[src/rtl/adder_arb_pkg.sv]
// Shared types and widths for the round-robin arbiter in front of the shared adder.
package adder_arb_pkg;

  localparam int ADD_W  = 16;
  localparam int WIDE_W = 32;

  typedef enum logic [1:0] {
    IDLE,
    LO,
    HI,
    RESP
  } arb_state_t;

  // Round-robin successor of a requester index
  function automatic int rr_next(input int id, input int n);
    return (id + 1 >= n) ? 0 : id + 1;
  endfunction

endpackage

[src/rtl/carry_lookahead_adder.sv]
// Carry-lookahead adder built from 4-bit groups with group generate/propagate
// terms feeding the group carries.
module carry_lookahead_adder #(
  parameter int WIDTH = 16
) (
  input  logic [WIDTH-1:0] a,
  input  logic [WIDTH-1:0] b,
  input  logic             cin,
  output logic [WIDTH-1:0] sum,
  output logic             cout
);

  localparam int GRP = 4;
  localparam int NG  = WIDTH / GRP;

  logic [WIDTH-1:0] g;
  logic [WIDTH-1:0] p;
  logic [WIDTH-1:0] c;
  logic [NG-1:0]    gg;
  logic [NG-1:0]    gp;
  logic [NG-1:0]    cg;

  assign g = a & b;
  assign p = a ^ b;

  genvar gi;
  generate
    for (gi = 0; gi < NG; gi++) begin : g_grp
      assign gp[gi] = &p[GRP*gi +: GRP];
      assign gg[gi] = g[GRP*gi+3]
                    | (p[GRP*gi+3] & g[GRP*gi+2])
                    | (p[GRP*gi+3] & p[GRP*gi+2] & g[GRP*gi+1])
                    | (p[GRP*gi+3] & p[GRP*gi+2] & p[GRP*gi+1] & g[GRP*gi]);
    end
  endgenerate

  always_comb begin
    cg = '0;
    c  = '0;
    cg[0] = cin;
    for (int i = 1; i < NG; i++) begin
      cg[i] = gg[i-1] | (gp[i-1] & cg[i-1]);
    end
    c[0] = cg[0];
    // Bit carries ripple only inside a group; group boundaries take the lookahead carry
    for (int i = 1; i < WIDTH; i++) begin
      c[i] = (i % GRP == 0) ? cg[i/GRP] : (g[i-1] | (p[i-1] & c[i-1]));
    end
  end

  assign sum  = p ^ c;
  assign cout = gg[NG-1] | (gp[NG-1] & cg[NG-1]);

endmodule

[src/rtl/rr_picker.sv]
// Combinational round-robin picker: first set request at or above ptr, wrapping.
module rr_picker #(
  parameter int N    = 4,
  parameter int ID_W = 2
) (
  input  logic [N-1:0]    valid,
  input  logic [ID_W-1:0] ptr,
  output logic [N-1:0]    grant,
  output logic [ID_W-1:0] grant_id,
  output logic            found
);

  logic [2*N-1:0] rot;
  int             off;
  int             pos;

  always_comb begin
    // Rotating the doubled vector puts requester (ptr+i) mod N at bit i
    rot   = {valid, valid} >> ptr;
    found = 1'b0;
    off   = 0;
    for (int i = 0; i < N; i++) begin
      if (!found && rot[i]) begin
        found = 1'b1;
        off   = i;
      end
    end
    pos = int'(ptr) + off;
    if (pos >= N) begin
      pos = pos - N;
    end
    grant_id = ID_W'(pos);
    grant    = found ? (N'(1) << grant_id) : '0;
  end

endmodule

[src/rtl/adder_arbiter.sv]
// Round-robin arbiter sharing one 16-bit adder among NUM_REQ requesters;
// 32-bit adds take two passes with the inter-half carry held in c16_reg.
module adder_arbiter
  import adder_arb_pkg::*;
#(
  parameter int NUM_REQ = 4,
  parameter int ID_W    = $clog2(NUM_REQ)
) (
  input  logic                      clk,
  input  logic                      rst_n,
  input  logic [NUM_REQ-1:0]        req_valid,
  output logic [NUM_REQ-1:0]        req_ready,
  input  logic [NUM_REQ*WIDE_W-1:0] req_a,
  input  logic [NUM_REQ*WIDE_W-1:0] req_b,
  input  logic [NUM_REQ-1:0]        req_cin,
  input  logic [NUM_REQ-1:0]        req_wide,
  output logic                      rsp_valid,
  input  logic                      rsp_ready,
  output logic [ID_W-1:0]           rsp_id,
  output logic [WIDE_W-1:0]         rsp_sum,
  output logic                      rsp_cout
);

  arb_state_t        state_reg;
  logic [ID_W-1:0]   rr_ptr_reg;
  logic [WIDE_W-1:0] a_reg;
  logic [WIDE_W-1:0] b_reg;
  logic              cin_reg;
  logic              wide_reg;
  logic              c16_reg;
  logic              rsp_valid_reg;
  logic [ID_W-1:0]   rsp_id_reg;
  logic [WIDE_W-1:0] rsp_sum_reg;
  logic              rsp_cout_reg;

  logic [WIDE_W-1:0] a_lane [NUM_REQ];
  logic [WIDE_W-1:0] b_lane [NUM_REQ];

  genvar gi;
  generate
    for (gi = 0; gi < NUM_REQ; gi++) begin : g_lane
      assign a_lane[gi] = req_a[WIDE_W*gi +: WIDE_W];
      assign b_lane[gi] = req_b[WIDE_W*gi +: WIDE_W];
    end
  endgenerate

  logic [NUM_REQ-1:0] pick_grant;
  logic [ID_W-1:0]    pick_id;
  logic               pick_found;

  rr_picker #(
    .N    (NUM_REQ),
    .ID_W (ID_W)
  ) u_picker (
    .valid    (req_valid),
    .ptr      (rr_ptr_reg),
    .grant    (pick_grant),
    .grant_id (pick_id),
    .found    (pick_found)
  );

  // Gated by rst_n so the accept drops the moment reset is asserted
  assign req_ready = (rst_n && state_reg == IDLE) ? pick_grant : '0;

  logic [ADD_W-1:0] add_a;
  logic [ADD_W-1:0] add_b;
  logic             add_cin;
  logic [ADD_W-1:0] add_sum;
  logic             add_cout;

  always_comb begin
    add_a   = a_reg[ADD_W-1:0];
    add_b   = b_reg[ADD_W-1:0];
    add_cin = cin_reg;
    if (state_reg == HI) begin
      add_a   = a_reg[WIDE_W-1:ADD_W];
      add_b   = b_reg[WIDE_W-1:ADD_W];
      add_cin = c16_reg;
    end
  end

  carry_lookahead_adder #(
    .WIDTH (ADD_W)
  ) u_adder (
    .a    (add_a),
    .b    (add_b),
    .cin  (add_cin),
    .sum  (add_sum),
    .cout (add_cout)
  );

  always_ff @(posedge clk or negedge rst_n) begin
    if (!rst_n) begin
      state_reg     <= IDLE;
      rr_ptr_reg    <= '0;
      a_reg         <= '0;
      b_reg         <= '0;
      cin_reg       <= 1'b0;
      wide_reg      <= 1'b0;
      c16_reg       <= 1'b0;
      rsp_valid_reg <= 1'b0;
      rsp_id_reg    <= '0;
      rsp_sum_reg   <= '0;
      rsp_cout_reg  <= 1'b0;
    end else begin
      case (state_reg)
        IDLE: begin
          if (pick_found) begin
            a_reg      <= a_lane[pick_id];
            b_reg      <= b_lane[pick_id];
            cin_reg    <= req_cin[pick_id];
            wide_reg   <= req_wide[pick_id];
            rsp_id_reg <= pick_id;
            state_reg  <= LO;
          end
        end
        LO: begin
          // Upper half cleared here so a narrow result reads back zero-extended
          rsp_sum_reg  <= {{(WIDE_W-ADD_W){1'b0}}, add_sum};
          c16_reg      <= add_cout;
          rsp_cout_reg <= add_cout;
          if (wide_reg) begin
            state_reg <= HI;
          end else begin
            rsp_valid_reg <= 1'b1;
            state_reg     <= RESP;
          end
        end
        HI: begin
          rsp_sum_reg[WIDE_W-1:ADD_W] <= add_sum;
          rsp_cout_reg                <= add_cout;
          rsp_valid_reg               <= 1'b1;
          state_reg                   <= RESP;
        end
        RESP: begin
          if (rsp_ready) begin
            rsp_valid_reg <= 1'b0;
            rr_ptr_reg    <= ID_W'(rr_next(int'(rsp_id_reg), NUM_REQ));
            state_reg     <= IDLE;
          end
        end
        default: state_reg <= IDLE;
      endcase
    end
  end

  assign rsp_valid = rsp_valid_reg;
  assign rsp_id    = rsp_id_reg;
  assign rsp_sum   = rsp_sum_reg;
  assign rsp_cout  = rsp_cout_reg;

endmodule

[config.mk]
export PLATFORM = sky130hd
export DESIGN_NAME = adder_arbiter
export DESIGN_NICKNAME = d
export VERILOG_FILES = /design/src/rtl/adder_arb_pkg.sv /design/src/rtl/carry_lookahead_adder.sv /design/src/rtl/rr_picker.sv /design/src/rtl/adder_arbiter.sv
export SDC_FILE = /design/constraint.sdc
export NUM_CORES = 1
export LEC_CHECK = 0
export ABC_AREA = 1
export BUFFER_PORTS_ARGS = -buffer_cell sky130_fd_sc_hd__buf_2
export CAP_MARGIN = 20
export CORE_MARGIN = 4
export CORE_UTILIZATION = 30
export CTS_BUF_LIST = sky130_fd_sc_hd__clkbuf_8
export CTS_CLUSTER_DIAMETER = 80
export DETAILED_ROUTE_END_ITERATION = 8
export GPL_TIMING_DRIVEN = 0
export PLACE_DENSITY = 0.6
export SYNTH_ARGS = -nofsm -noshare
export SYNTH_HDL_FRONTEND = slang
export SYNTH_SLANG_ARGS = --single-unit
[constraint.sdc]
create_clock -name clk -period 4.1 [get_ports clk]
set_clock_uncertainty 0.2 [all_clocks]
set_input_delay 0.615 -clock clk [delete_from_list [all_inputs] [get_ports clk]]
set_output_delay 0.615 -clock clk [all_outputs]
set_load 0.02 [all_outputs]
; Word-level counts from Yosys, hierarchy flattened
; Cells that the tools add are included.
[word_totals]
inputBits = 271
output_inout_bits = 40
ff_bits = 107
word_cells = 146
[op_classes]
muxes = 32
magnitude_cmp = 4
shift = 2
n_bitwise = 68
eq_ne = 6
add_sub_neg = 3
n_reduce_logical = 19
[ops]
columns = cell, n
row1 = binary-select mux 32 bit (select 2 bit), 2
row2 = 2-to-1 mux 32 bit, 4
row3 = bitwise AND 1 bit, 36
row4 = 2-to-1 mux 16 bit, 2
row5 = case mux 16 bit (2 select lines), 1
row6 = bitwise XOR 16 bit, 2
row7 = OR 1 bit, 28
row8 = bitwise AND 16 bit, 1
row9 = AND reduction 4 bit, 4
row10 = 2-to-1 mux 2 bit, 6
row11 = 2-to-1 mux 1 bit, 11
row12 = greater-or-equal comparator 3 bit (second input constant), 3
row13 = 2-to-1 mux 4 bit, 2
row14 = case mux 2 bit (4 select lines), 1
row15 = >> shifter 8 x 2 -> 4 bit, 1
row16 = inequality test 2 bit (second input constant), 3
row17 = AND reduction 2 bit, 3
row18 = binary-select mux 1 bit (select 2 bit), 2
row19 = == test 2 bit (second input constant), 2
row20 = logical AND 1 bit, 4
row21 = << shifter 1 x 2 -> 4 bit (first input constant), 1
row22 = adder 2 x 1 -> 3 bit (second input constant), 1
row23 = adder 2 x 2 -> 3 bit, 1
row24 = logical NOT 1 bit, 3
row25 = 10 further kinds, 10

; Depth between registers and ports, before layout
[logic_depth]
word_depth = 20
ltp_mapped = 21
ltp_nobuf = 20

; By module
; Synthesis repeated with hierarchy kept, for this count alone.
[hier_totals]
cells_unflattened = 1257
hier_area_um2 = 8075.2
[modules_own_cells]
columns = module, area_each_um2, cells_each, instances
row1 = adder_arbiter, 7138.1, 1126, 1
row2 = carry_lookahead_adder, 724.4, 88, 1
row3 = rr_picker, 212.7, 43, 1

; Worst setup path after synthesis
; Ideal clock, no wire load.
[synth_timing]
path_kind = register to register
from = register state_reg[0]
to = register rsp_sum_reg[14] (netlist: rsp_sum[14])
path_buffers = 2
setup_ps = 83
path_slack_ps = 107
t_arrival_ps = 3711
required_time_ps = 3817
path_stages_with_launch = 21
path_cell_list = dfrtp_1 -> inv_1 -> ha_1 -> clkbuf_1 -> clkbuf_1 -> nand2_1 -> o21ai_0 -> ha_1 -> nand2_1 -> nor2_1 -> nor2_1 -> nand3_1 -> nand2_1 -> nand2_1 -> nand2_1 -> nand2_1 -> fa_1 -> fa_1 -> inv_1 -> fa_1 -> o21ai_0
[synth_via]
elab_chain_len = 17
word_cells_on_any_way = 45
classes_between = eq/ne: 2 / mux: 3 / bitwise: 37 / reduce/logical: 3
[synth_lines]
columns = item, line
row1 = start: declaration, adder_arbiter.sv:24  ; arb_state_t state_reg;
row2 = start signal: assignment, adder_arbiter.sv:94  ; state_reg <= IDLE;
row3 = start signal: assignment, adder_arbiter.sv:114  ; state_reg <= LO;
row4 = start signal: assignment, adder_arbiter.sv:123  ; state_reg <= HI;
row5 = == test 2 bit, adder_arbiter.sv:75  ; if (state_reg == HI) begin
row6 = 2-to-1 mux 16 bit, adder_arbiter.sv:75
row7 = bitwise XOR 16 bit or bitwise AND 16 bit (tied branches), "carry_lookahead_adder.sv:24, carry_lookahead_adder.sv:23"
row8 = "bitwise AND 1 bit, on equally long branches", "carry_lookahead_adder.sv:31, carry_lookahead_adder.sv:32, carry_lookahead_adder.sv:33"
row9 = "OR 1 bit, or another cell as far along", carry_lookahead_adder.sv:31  ; | (p[GRP*gi+3] & g[GRP*gi+2])
row10 = OR 1 bit or bitwise AND 1 bit (tied branches), "carry_lookahead_adder.sv:32, carry_lookahead_adder.sv:33"
row11 = OR 1 bit, carry_lookahead_adder.sv:33  ; | (p[GRP*gi+3] & p[GRP*gi+2] & p[GRP*gi+1] & g[GRP*gi]);
row12 = OR 1 bit, carry_lookahead_adder.sv:42  ; cg[i] = gg[i-1] | (gp[i-1] & cg[i-1]);
row13 = bitwise AND 1 bit, carry_lookahead_adder.sv:42
row14 = OR 1 bit, carry_lookahead_adder.sv:42
row15 = bitwise AND 1 bit, carry_lookahead_adder.sv:42
row16 = OR 1 bit, carry_lookahead_adder.sv:42
row17 = bitwise AND 1 bit, carry_lookahead_adder.sv:47  ; c[i] = (i % GRP == 0) ? cg[i/GRP] : (g[i-1] | (p[i-1] & c[i-1]));
row18 = OR 1 bit, carry_lookahead_adder.sv:47
row19 = bitwise AND 1 bit, carry_lookahead_adder.sv:47
row20 = OR 1 bit, carry_lookahead_adder.sv:47
row21 = bitwise XOR 16 bit, carry_lookahead_adder.sv:51  ; assign sum = p ^ c;
row22 = end signal: assignment, adder_arbiter.sv:119  ; rsp_sum_reg <= {{(WIDE_W-ADD_W){1'b0}}, add_sum};
row23 = end signal: indexed assignment, adder_arbiter.sv:130  ; rsp_sum_reg[WIDE_W-1:ADD_W] <= add_sum;
row24 = end: declaration, adder_arbiter.sv:33  ; logic [WIDE_W-1:0] rsp_sum_reg;
; Several ways; a longest one is shown, not always the timed one.
; A chain may end at the register's enable or synchronous reset.

; Worst setup path after layout
; Ends and elaborated chain as after synthesis.

==> metrics.yaml <==
tritoncts: "yes"
grt_max_degree: 58
totalPowerFinal_mw: 10.1
detail_route.drc_violations: 0
critPathRequiredTime_ns: 4.21
placed_cell_area_mm2: 0.00966
design.portCount: 311
overflow: 0
dr.pass1.iters: 5
cts_root_buf: "sky130_fd_sc_hd__clkbuf_8"
grt_use_total: 0.199
max_clock_freq_ghz: 0.256
cts_buffers: 9
tcrit_tclk_final: 0.953
synth_cells: 915
yosysWarnings: 0
report.final.slew_viol_count: 0
synthFlopType: "sky130_fd_sc_hd__dfrtp_1"
timing.hold.ws_ns: 0.289
finalCoreUtilization: 0.400
max_slew_headroom: 0.412
totalWireLength_mm: 29.3
cap_violations: 0
worst_hold_startpoint: "rsp_sum[11]$_DFFE_PN0N_"
ys_types: 29
post_synthesis_register_bit_count: 107
floorplan.rows: 58
area_occupied_by_multi_input_gates_mm2: 0.00455
irDropWorstVdd_mv: 0.345
die_height_um: 168
grt_antenna_before_repair: 2
power.static_leakage_nw: 5.02
timing.critical_path.from_type: "flop"
synth_top_cell_by_area: "sky130_fd_sc_hd__dfrtp_1"
timing.final.setup_violations: 0
initial_core_util: 0.304
category_of_the_critical_setup_timing_path: "reg -> reg"
yosysSeqAreaShare: 0.350
hold_path.class: "reg -> reg"
mappedNetlistNets: 1221
synth_top_cells_by_count: "214 x sky130_fd_sc_hd__nand2_1, 142 x sky130_fd_sc_hd__nand3_1, 132 x sky130_fd_sc_hd__mux2_2, 107 x sky130_fd_sc_hd__dfrtp_1, 67 x sky130_fd_sc_hd__nand4_1"
timing_hold_violations_final: 0
worst-r2r-cell-count: 18
fillers: 2632
synth-async-reset-ratio: 1.00
timing_worst_slew_pin_value_ns: 0.882
num-nets-final: 1550
syn-mean-instance-area_um2: 8.37
holdPathEnd: "rsp_sum[11]$_DFFE_PN0N_"
clock-sinks: 107
netlist_top_cells_area: "sky130_fd_sc_hd__dfrtp_1 35%, sky130_fd_sc_hd__mux2_2 19%, sky130_fd_sc_hd__nand2_1 10%"
synth_largest_type_area_fraction: 0.350
end_kind: "flop"
regToRegSetupSlack_ns: 0.19
buffer_ports.inserted: 310
dr_wl_cell_um: 18.6
vias: 7837
start_of_the_worst_register_to_register_path: "state_reg[0]$_DFFE_PN0P_"
place_hpwl_mm: 23.6
clock_transition_at_the_registers_of_the_reported_paths_ns: 0.10
outcome: "completed"
avgViaCountPerCell: 4.96
critical_path_peak_fanout: 10
whs_path_depth: 2
post_route_cells_drive_above_1_share: 0.419
layout.cell_area.non_filler_mm2: 0.0101
sequential_cell_area_mm2: 0.00268
die_w_um: 168
post_synth_instance_area_mm2: 0.00766
cts_htree_levels: 3
worstPathArrival_ns: 4.02
finalWorstPathRequiredPeriod_ns: 3.91
synth_enable_flop_cells: 0
grt_pass1_wl_mm: 43.8
antenna_left: 0
gpl.final_weighted_congestion: 0.909
total_die_area_mm2: 0.0282
clk_latency_ns: 0.39
initialDrtViolationCount: 515
power_density_mw_per_mm2: 1000
area.growth.synth_to_final_pct: 31.4
core_region_area_mm2: 0.0252
synth_most_common_cell: "sky130_fd_sc_hd__nand2_1"
clock_buffer_depth: 2
r2r_end: "rsp_sum[14]$_DFFE_PN0N_"
via_count_of_the_first_global_routing_pass: 7810
## timing repair
item,4_1_cts,5_1_grt
gates resized for setup,21,29
setup buffers,1,7
endpoints found under the hold margin,46,0
endpoints found under the setup margin,24,26
pin swaps,1,5
hold buffers,1,0
## stage by stage
stage	setup TNS [ns]	instances	setup WS [ns]
after floorplan	0	915	0.107
after global placement	-7.86	1555	-0.695
after detailed placement	-7.92	1556	-0.689
after CTS	0	1572	0.00629
after global routing	-0.151	1579	-0.0580
final	0	1579	0.193
## cell type report
cell class                      count  share of cell area
Clock buffer                        9              0.0123
Timing Repair Buffer              320               0.164
Tap cell                          330              0.0410
Multi-Input combinational cell    686               0.452
Sequential cell                   107               0.266
Clock inverter                      6             0.00833
Inverter                           54              0.0204
Buffer                             66              0.0354
Antenna cell                        1            0.000249
## power breakdown
group          switching (mW)  internal [mW]
Sequential              0.329           1.56
Clock                   0.374          0.338
Combinational            4.55           2.96
Total                    5.25           4.86
## cells by family after synthesis
logic type / synth area share
adder cells (fa/ha/maj): 0.0689
multiplexers: 0.194
buffers and inverters: 0.0678
flip-flops: 0.350
XOR/XNOR: 0.00572
AO/OA/AOI/OAI: 0.0485
AND/OR/NAND/NOR: 0.266
## how the worst max path moves through the flow
stage                                  start                       to
floorplan           state_reg[0]$_DFFE_PN0P_  rsp_sum[14]$_DFFE_PN0N_
global placement    state_reg[0]$_DFFE_PN0P_  rsp_sum[14]$_DFFE_PN0N_
detailed placement  state_reg[0]$_DFFE_PN0P_  rsp_sum[14]$_DFFE_PN0N_
CTS                 state_reg[0]$_DFFE_PN0P_  rsp_sum[14]$_DFFE_PN0N_
global route        state_reg[0]$_DFFE_PN0P_  rsp_sum[14]$_DFFE_PN0N_
finish              state_reg[0]$_DFFE_PN0P_  rsp_sum[14]$_DFFE_PN0N_
## cells in the final DEF (no fill, tap or decap), types with 2 or more instances in the layout
cell type and instances:
sky130_fd_sc_hd__bufinv_16 2, sky130_fd_sc_hd__clkbuf_1 29, sky130_fd_sc_hd__buf_1 4, sky130_fd_sc_hd__mux2_2 132, sky130_fd_sc_hd__nand2_2 4, sky130_fd_sc_hd__fa_2 2
sky130_fd_sc_hd__clkbuf_8 11, sky130_fd_sc_hd__o21ai_2 4, sky130_fd_sc_hd__clkbuf_4 3, sky130_fd_sc_hd__nor2_1 16, sky130_fd_sc_hd__nand3_1 142, sky130_fd_sc_hd__inv_1 49
sky130_fd_sc_hd__a21oi_1 8, sky130_fd_sc_hd__o21ai_1 7, sky130_fd_sc_hd__fa_1 10, sky130_fd_sc_hd__nand2_1 212, sky130_fd_sc_hd__xor2_2 3, sky130_fd_sc_hd__ha_1 21
sky130_fd_sc_hd__o21ai_0 45, sky130_fd_sc_hd__buf_6 5, sky130_fd_sc_hd__buf_4 11, sky130_fd_sc_hd__nand4_1 67, sky130_fd_sc_hd__buf_2 328, sky130_fd_sc_hd__xor2_1 2
sky130_fd_sc_hd__dfrtp_1 106, sky130_fd_sc_hd__inv_2 5, sky130_fd_sc_hd__a41oi_1 2, sky130_fd_sc_hd__ha_4 2
## layer usage
layer  track usage  share of wire  vias up
met3        0.0362          0.057       30
met1         0.263           0.43     3715
li1              -              -     3819
met2         0.340           0.49      271
met5             0        0.00044        -
met4        0.0490          0.021        2
## worst max-delay path: stages, from the launching register on
cell                       delay (ns)
sky130_fd_sc_hd__dfrtp_1         0.40
sky130_fd_sc_hd__inv_2           0.10
sky130_fd_sc_hd__ha_4            0.19
sky130_fd_sc_hd__buf_8           0.14
sky130_fd_sc_hd__clkbuf_4        0.21
sky130_fd_sc_hd__nand2_1         0.07
sky130_fd_sc_hd__nand2_1         0.10
sky130_fd_sc_hd__ha_1            0.30
sky130_fd_sc_hd__a21oi_1         0.15
sky130_fd_sc_hd__nand2_1         0.06
sky130_fd_sc_hd__a21oi_1         0.16
sky130_fd_sc_hd__nand2_2         0.11
sky130_fd_sc_hd__nand2_1         0.07
sky130_fd_sc_hd__nand2_1         0.07
sky130_fd_sc_hd__fa_2            0.36
sky130_fd_sc_hd__fa_1            0.44
sky130_fd_sc_hd__inv_2           0.07
sky130_fd_sc_hd__fa_1            0.46
sky130_fd_sc_hd__o21ai_1         0.15
No activity file was read; power rests on OpenSTA's default activity.
